File: src/rtl/score_scan_ctrl.sv
// score_scan_ctrl: BCD score accumulator with multi-cycle digit-serial add and a multiplexed 4-digit display scan.
module score_scan_ctrl #(
  parameter int SCAN_DIV = 50000
) (
  input  logic        clk,
  input  logic        rst,
  input  logic        add_valid,
  input  logic [7:0]  add_val,
  output logic        add_ready,
  input  logic        clear,
  output logic [15:0] score,
  output logic        sat,
  output logic [3:0]  an,
  output logic        dig_a,
  output logic        dig_b,
  output logic        dig_c,
  output logic        dig_d
);
  localparam int PW = (SCAN_DIV > 2) ? $clog2(SCAN_DIV) : 1;
  typedef enum logic [2:0] {ADD0 = 3'd0, ADD1 = 3'd1, ADD2 = 3'd2, ADD3 = 3'd3, IDLE = 3'd4} state_t;
  state_t          state_q, state_d;
  logic [15:0]     score_q, score_d, shadow_q, shadow_d;
  logic [7:0]      val_q, val_d;
  logic            carry_q, carry_d, sat_q, sat_d, rdy_q;
  logic [PW-1:0]   presc_q, presc_d;
  logic [1:0]      slot_q, slot_d, idx;
  logic [3:0]      dsel, addend;
  logic [4:0]      sum, sum_adj;
  logic            accept, wrap, blank;
  // ADDn states share one digit adder; the low state bits select the digit
  always_comb begin
    add_ready = rdy_q && state_q == IDLE && !clear;
    accept    = add_valid && add_ready;
    idx       = state_q[1:0];
    dsel      = score_q[{idx, 2'b00} +: 4];
    addend    = idx == 2'd0 ? val_q[3:0] : idx == 2'd1 ? val_q[7:4] : 4'd0;
    sum       = {1'b0, dsel} + {1'b0, addend} + {4'd0, carry_q};
    sum_adj   = sum - 5'd10;
    state_d   = state_q;
    score_d   = score_q;
    sat_d     = sat_q;
    val_d     = val_q;
    carry_d   = carry_q;
    if (clear) begin
      state_d = IDLE;
      score_d = 16'h0000;
      sat_d   = 1'b0;
      carry_d = 1'b0;
    end else if (state_q == IDLE) begin
      if (accept) begin
        state_d = ADD0;
        val_d   = {add_val[7:4] > 4'd9 ? 4'd9 : add_val[7:4], add_val[3:0] > 4'd9 ? 4'd9 : add_val[3:0]};
        carry_d = 1'b0;
      end
    end else begin
      state_d = state_q == ADD3 ? IDLE : state_t'(state_q + 3'd1);
      carry_d = sum > 5'd9;
      if (!sat_q) begin
        if (state_q == ADD3 && sum > 5'd9) begin
          score_d = 16'h9999;
          sat_d   = 1'b1;
        end else begin
          score_d[{idx, 2'b00} +: 4] = sum > 5'd9 ? sum_adj[3:0] : sum[3:0];
        end
      end
    end
  end
  // Shadow refreshes on entry to the units slot so a whole scan frame shows one settled score
  always_comb begin
    wrap     = presc_q == PW'(SCAN_DIV - 1);
    presc_d  = wrap ? '0 : presc_q + 1'b1;
    slot_d   = wrap ? slot_q + 2'd1 : slot_q;
    shadow_d = (wrap && slot_q == 2'd3 && state_q == IDLE) ? score_q : shadow_q;
    blank    = slot_q == 2'd1 ? shadow_q[15:4] == 12'd0 :
               slot_q == 2'd2 ? shadow_q[15:8] == 8'd0 :
               slot_q == 2'd3 ? shadow_q[15:12] == 4'd0 : 1'b0;
    an       = (presc_q == '0 || blank) ? 4'hF : ~(4'b0001 << slot_q);
    {dig_a, dig_b, dig_c, dig_d} = shadow_q[{slot_q, 2'b00} +: 4];
    score    = score_q;
    sat      = sat_q;
  end
  always_ff @(posedge clk or posedge rst) begin
    if (rst) begin
      state_q  <= IDLE;
      score_q  <= '0;
      sat_q    <= 1'b0;
      val_q    <= '0;
      carry_q  <= 1'b0;
      rdy_q    <= 1'b0;
      shadow_q <= '0;
      presc_q  <= '0;
      slot_q   <= '0;
    end else begin
      state_q  <= state_d;
      score_q  <= score_d;
      sat_q    <= sat_d;
      val_q    <= val_d;
      carry_q  <= carry_d;
      rdy_q    <= 1'b1;
      shadow_q <= shadow_d;
      presc_q  <= presc_d;
      slot_q   <= slot_d;
    end
  end
endmodule

File: config.mk
export PLATFORM = sky130hd
export DESIGN_NAME = score_scan_ctrl
export DESIGN_NICKNAME = d
export VERILOG_FILES = /design/src/rtl/score_scan_ctrl.sv
export SDC_FILE = /design/constraint.sdc
export NUM_CORES = 1
export LEC_CHECK = 0
export CORE_ASPECT_RATIO = 1.1
export CORE_UTILIZATION = 30
export DETAILED_ROUTE_END_ITERATION = 8
export GPL_TIMING_DRIVEN = 0
export PLACE_DENSITY = 0.58
export SYNTH_ARGS = -nofsm -noshare
export SYNTH_HDL_FRONTEND = slang
export SYNTH_SLANG_ARGS = --single-unit
File: constraint.sdc
create_clock -name clk -period 4.56 [get_ports clk]
set_clock_uncertainty 0.05 [all_clocks]
set_input_delay 1.14 -clock clk [delete_from_list [all_inputs] [get_ports clk]]
set_output_delay 1.14 -clock clk [all_outputs]
set_load 0.02 [all_outputs]
* Word level (Yosys, flattened, before mapping)
Cells that the tools add are included.
** Storage, ports and cells
- Register bits after elaboration :: 64
- Input port bits :: 12
- Output and inout port bits :: 26
- Word-level logic and storage cells :: 77
** Cells by class
- Shift-type cells :: 5
- Muxes and demuxes :: 26
- Equal/unequal tests :: 10
- Bitwise gates (word level) :: 2
- Reductions and logical operators :: 15
- Add/subtract/negate cells :: 7
- $lt $le $gt $ge :: 3
** Operator list (count)
- 16-bit two-way mux :: 5
- 16-bit by 5-bit variable part select with 4-bit output :: 2
- 4-bit two-way mux :: 6
- 16-bit by 1-bit adder with 16-bit output (second input constant) :: 1
- 16-bit bitwise mux :: 1
- 16-bit == test (second input constant) :: 1
- 16-bit logical NOT :: 1
- 4-bit by 6-bit variable shift with 16-bit output (first input constant) :: 1
- 4-bit by 6-bit variable part select with 16-bit output :: 1
- 12-bit logical NOT :: 1
- 3-bit two-way mux :: 4
- 1-bit two-way mux :: 10
- 4-bit > comparator (second input constant) :: 2
- 8-bit logical NOT :: 1
- 1-bit logical AND :: 6
- 4-bit negator with 6-bit output :: 1
- 4-bit by 4-bit adder with 5-bit output :: 1
- 5-bit by 1-bit adder with 5-bit output :: 1
- 5-bit by 4-bit > comparator with 1-bit output (second input constant) :: 1
- 2-bit by 1-bit == test with 1-bit output (second input constant) :: 2
- 2-bit == test (second input constant) :: 2
- 4-bit logical NOT :: 1
- 2-bit != test (second input constant) :: 2
- 4-bit inverter :: 1
- other kinds (13) :: 13

* Depth between registers and ports, before layout
- Depth after elaboration :: 13
- Mapped depth :: 16
- Depth with buffers taken out :: 14

* Worst setup path before layout
No wires, ideal clock.
- Path type :: register -> register
- Start point :: register state_q[0]
- End point :: register score_q[11], in the netlist score[11]
- Buffers on the path :: 4
- Arrival time :: 3.460 ns
- Path slack :: 0.929 ns
- Required time :: 4.389 ns
- Library setup time :: 0.121 ns
- Stages on the path, launching flop included :: 15
- Path through :: dfrtp_1 buf_4 inv_1 ha_1 clkbuf_1 clkbuf_1 a21oi_1 fa_1 inv_1 fa_1 o2111a_1 a31o_2 buf_6 a311o_1 a22o_1
** On the way
- Word-level cells in the longest chain between the ends :: 13
- Elaborated cells on any way between the ends :: 23
** RTL lines
- start, declared :: line 21 : state_t state_q, state_d;
- start signal, assigned :: line 94 : state_q <= state_d;
- branches (longest 13 deep; another with 4-bit by 4-bit adder with 5-bit output)
- end signal, assigned :: line 95 : score_q <= score_d;
- end, declared :: line 22 : logic [15:0] score_q, score_d, shadow_q, shadow_d;
Parallel ways; which one is timed is not known. The select of a mux whose other input is x is not followed.
A chain may end at the register's enable or synchronous reset.

* Worst setup path in the final report
- Start point :: register state_q[0]
- End point :: register score_q[15], in the netlist score[15]
Same word-level chain as after synthesis.

==> impl_metrics.yaml <==
status:
  status: "finished clean"
grt:
  grt_max_degree: 42
  track_usage_pct: 14.6
  gr-total-overflow: 0
  grt_pass1_wl_mm: 14.1
  grt_pass1_vias: 2789
  grt_antenna_before_repair: 0
route:
  antenna_left: 0
  via_per_inst: 4.96
  routed_wl_mm: 8.24
  drc: 0
  wl_per_cell_um: 15.2
  drt_iter0_drc: 148
  drt_first_pass_iters: 4
  via_count: 2685
critical_path:
  critPathArrivalTime_ns: 4.60
  r2r-start: "state_q[0]$_DFFE_PP0P_"
  cp-startpoint: "state_q[0]$_DFFE_PP0P_"
  critPathMaxFanout: 10
  startpoint_type: "flip-flop"
  cp.required_ns: 4.77
  crit_type: "flip-flop to flip-flop"
  reg2reg_depth: 15
  end_kind: "flip-flop"
power_and_ir_drop:
  powerDensity_nw_per_um2: 461
  p_leak_nw: 1.98
  peakVddDrop_uv: 180
layout:
  multi_input_area_um2: 1880
  area_growth_pct: 24.5
  drive_above_1_share_pct: 14.3
  finalInstanceArea_um2: 4500
  nFillCells: 1151
  nNetsFinal: 416
  finalNonFillerCells: 541
  diodes: 0
  register_area_um2: 1600
floorplan:
  die_w_um: 107
  die_area_um2: 12500
  placementRows: 41
  core_area_um2: 11600
  die_y_um: 117
  start_util_pct: 31.1
  io_pins: 38
clocking:
  clock_sinks: 64
  cts_buffer_depth: 2
  path_clk_slew_ns: 0.05
  cts_tree: "done"
  root_buffer: "clkbuf_16"
  postCtsHoldBufs: 0
  post_cts_buffers: 0
  cts_max_level: 3
  cts.repair.resized: 0
  clock_latency_ns: 0.33
  cts_buffers: 9
logic_synthesis:
  synth-compound-area-share_pct: 12.0
  synth_top_family_by_area: "simple AND/OR/NAND/NOR gates"
  synthSimpleGateAreaFrac_pct: 16.9
  synth_top_cell_by_area: "dfrtp_1"
  avgSynthCellArea_um2: 10.7
  synthAdderAreaFrac_pct: 6.66
  synth-xor-area-share_pct: 3.88
  synthesis.nets: 367
  synth_top_area_share_pct: 43.7
  ys_top_cells_by_count: "dfrtp_1 (63), nand2_1 (37), nor2_1 (25), inv_1 (18)"
  ys_types: 56
  synth.most_common_cell: "dfrtp_1"
  synth_ff_type: "dfrtp_1"
  netlist_area_um2: 3610
  ys_ff_latch: 64
  synthMuxAreaShare_pct: 12.5
  synth_cells: 337
  synth-seq-area-share_pct: 44.4
  postSynth.asyncResetShare_pct: 100
  synth_edf_count: 0
  yosys_warnings: 0
  synth_area_leaders: "dfrtp_1 (44%), ha_1 (5.5%), mux4_2 (5.0%)"
sta:
  max-slew-margin-rel_pct: 46.7
  hold_viol: 0
  finalSetupViolCount: 0
  min_period_ns: 4.39
  slew_viol_final: 0
  worst_pin_slew_ns: 0.793
  rsz0062_at_grt: "yes"
  max_clock_freq_mhz: 228
  finalCritPeriodShare_pct: 96.3
placement:
  hpwl_mm: 6.24
  io_buffers: 37
  placed_cells: 525
  place_congestion: 0.814
  placed_cell_area_um2: 4190
worst_hold_path:
  hp-class: "flip-flop to flip-flop"
  min_path_cells: 2
  worstHoldStart: "val_q[4]$_DFFE_PP0P_"
job:
  cap_violations: 0
## power by group
group | total (mW) | switching (mW) | internal, mW | leakage, nW
logic | 0.704 | 0.435 | 0.269 | 0.976
clock network | 0.690 | 0.240 | 0.450 | 0.148
registers | 0.678 | 0.0528 | 0.625 | 0.861
total | 2.07 | 0.728 | 1.34 | 1.98
## cell families (layout without fill, tap and decap cells)
family,after synthesis,after routing
multiplexers,29,29
other,1,1
flip-flops,64,64
XOR/XNOR,16,16
buffers and inverters,30,84
AO/OA/AOI/OAI,61,61
AND/OR/NAND/NOR,118,118
adder cells (fa/ha/maj),18,18
## layer usage
metal  vias up  global-route usage, %  part of all wire, %
met5         -                      0                    0
met4         0                   5.39                  1.1
met3         9                   3.21                  4.1
met2        60                   24.3                   47
met1      1305                   18.7                   48
li1       1311                      -                    -
## per-stage QoR
stage / worst slack [ns] / power, mW / util [%] / setup TNS, ns / hold WS [ns]
floorplan: 0.929 / 1.19 / - / 0 / 0.400
finish: 0.168 / 2.07 / 38.8 / 0 / 0.429
CTS: 0.202 / 2.10 / 38.8 / 0 / 0.436
detailed placement: 0.228 / 1.39 / 36.1 / 0 / 0.423
global placement: 0.318 / 1.37 / 35.9 / 0 / 0.418
global route: -0.0319 / 2.21 / 38.8 / -0.105 / 0.458
## sequential cells by signal, indices dropped and copies added, names as in the netlist
name	flops
carry_q	1
rdy_q	1
slot_q	2
state_q	3
score	16
val_q	8
sat	1
shadow_q	16
presc_q	16
## cells in the final DEF, fill, tap and decap left out, drive strengths merged, types with 2 or more instances in the layout
cell type	instances
nor4b	2
a311o	3
o2bb2ai	4
a22o	9
buf	4
xnor2	8
mux2	18
clkinvlp	2
xor2	8
dfrtp	63
nand2	37
nand3	15
clkinv	2
or2	2
mux4	8
o21ai	16
nor2b	2
clkdlybuf4s50	37
o221ai	2
a21oi	9
o21a	2
nand2b	4
and2	2
mux2i	3
a31oi	2
o31ai	3
fa	2
ha	16
inv	18
a21boi	2
nor2	25
nor3	7
or3	2
a31o	2
clkbuf	20
and3	3
nor4	10
## critical path, stage by stage, from the launching register on
cell and delay, ns:
dfrtp_1 0.41, buf_4 0.20, inv_1 0.15, ha_1 0.16, clkbuf_1 0.29, clkbuf_1 0.37, nor2_1 0.09, a21oi_1 0.17
fa_1 0.26, inv_1 0.07, fa_1 0.40, xor2_1 0.20, o2111a_1 0.27, a31o_2 0.29, o31ai_1 0.66, a22o_1 0.26
## area by class of cell
class | instances | share of cell area [%]
tap | 150 | 4.17
multi-input combinational | 243 | 41.7
clock buffer | 11 | 5.62
clock inverter | 5 | 1.22
buffer | 12 | 1.42
timing repair buffer | 38 | 8.68
sequential | 64 | 35.7
inverter | 18 | 1.50
## worst paths after layout
path | to | slack, ns
setup / recovery | score[15]$_DFFE_PP0P_ | 0.17
hold reg to reg | val_q[4]$_DFFE_PP0P_ | 0.43
hold / removal | val_q[4]$_DFFE_PP0P_ | 0.43
setup reg to reg | score[15]$_DFFE_PP0P_ | 0.17
min in group asynchronous | val_q[2]$_DFFE_PP0P_ | 1.14
max in group asynchronous | shadow_q[0]$_DFFE_PP0P_ | 2.71
(Power assumes the default switching activity.)
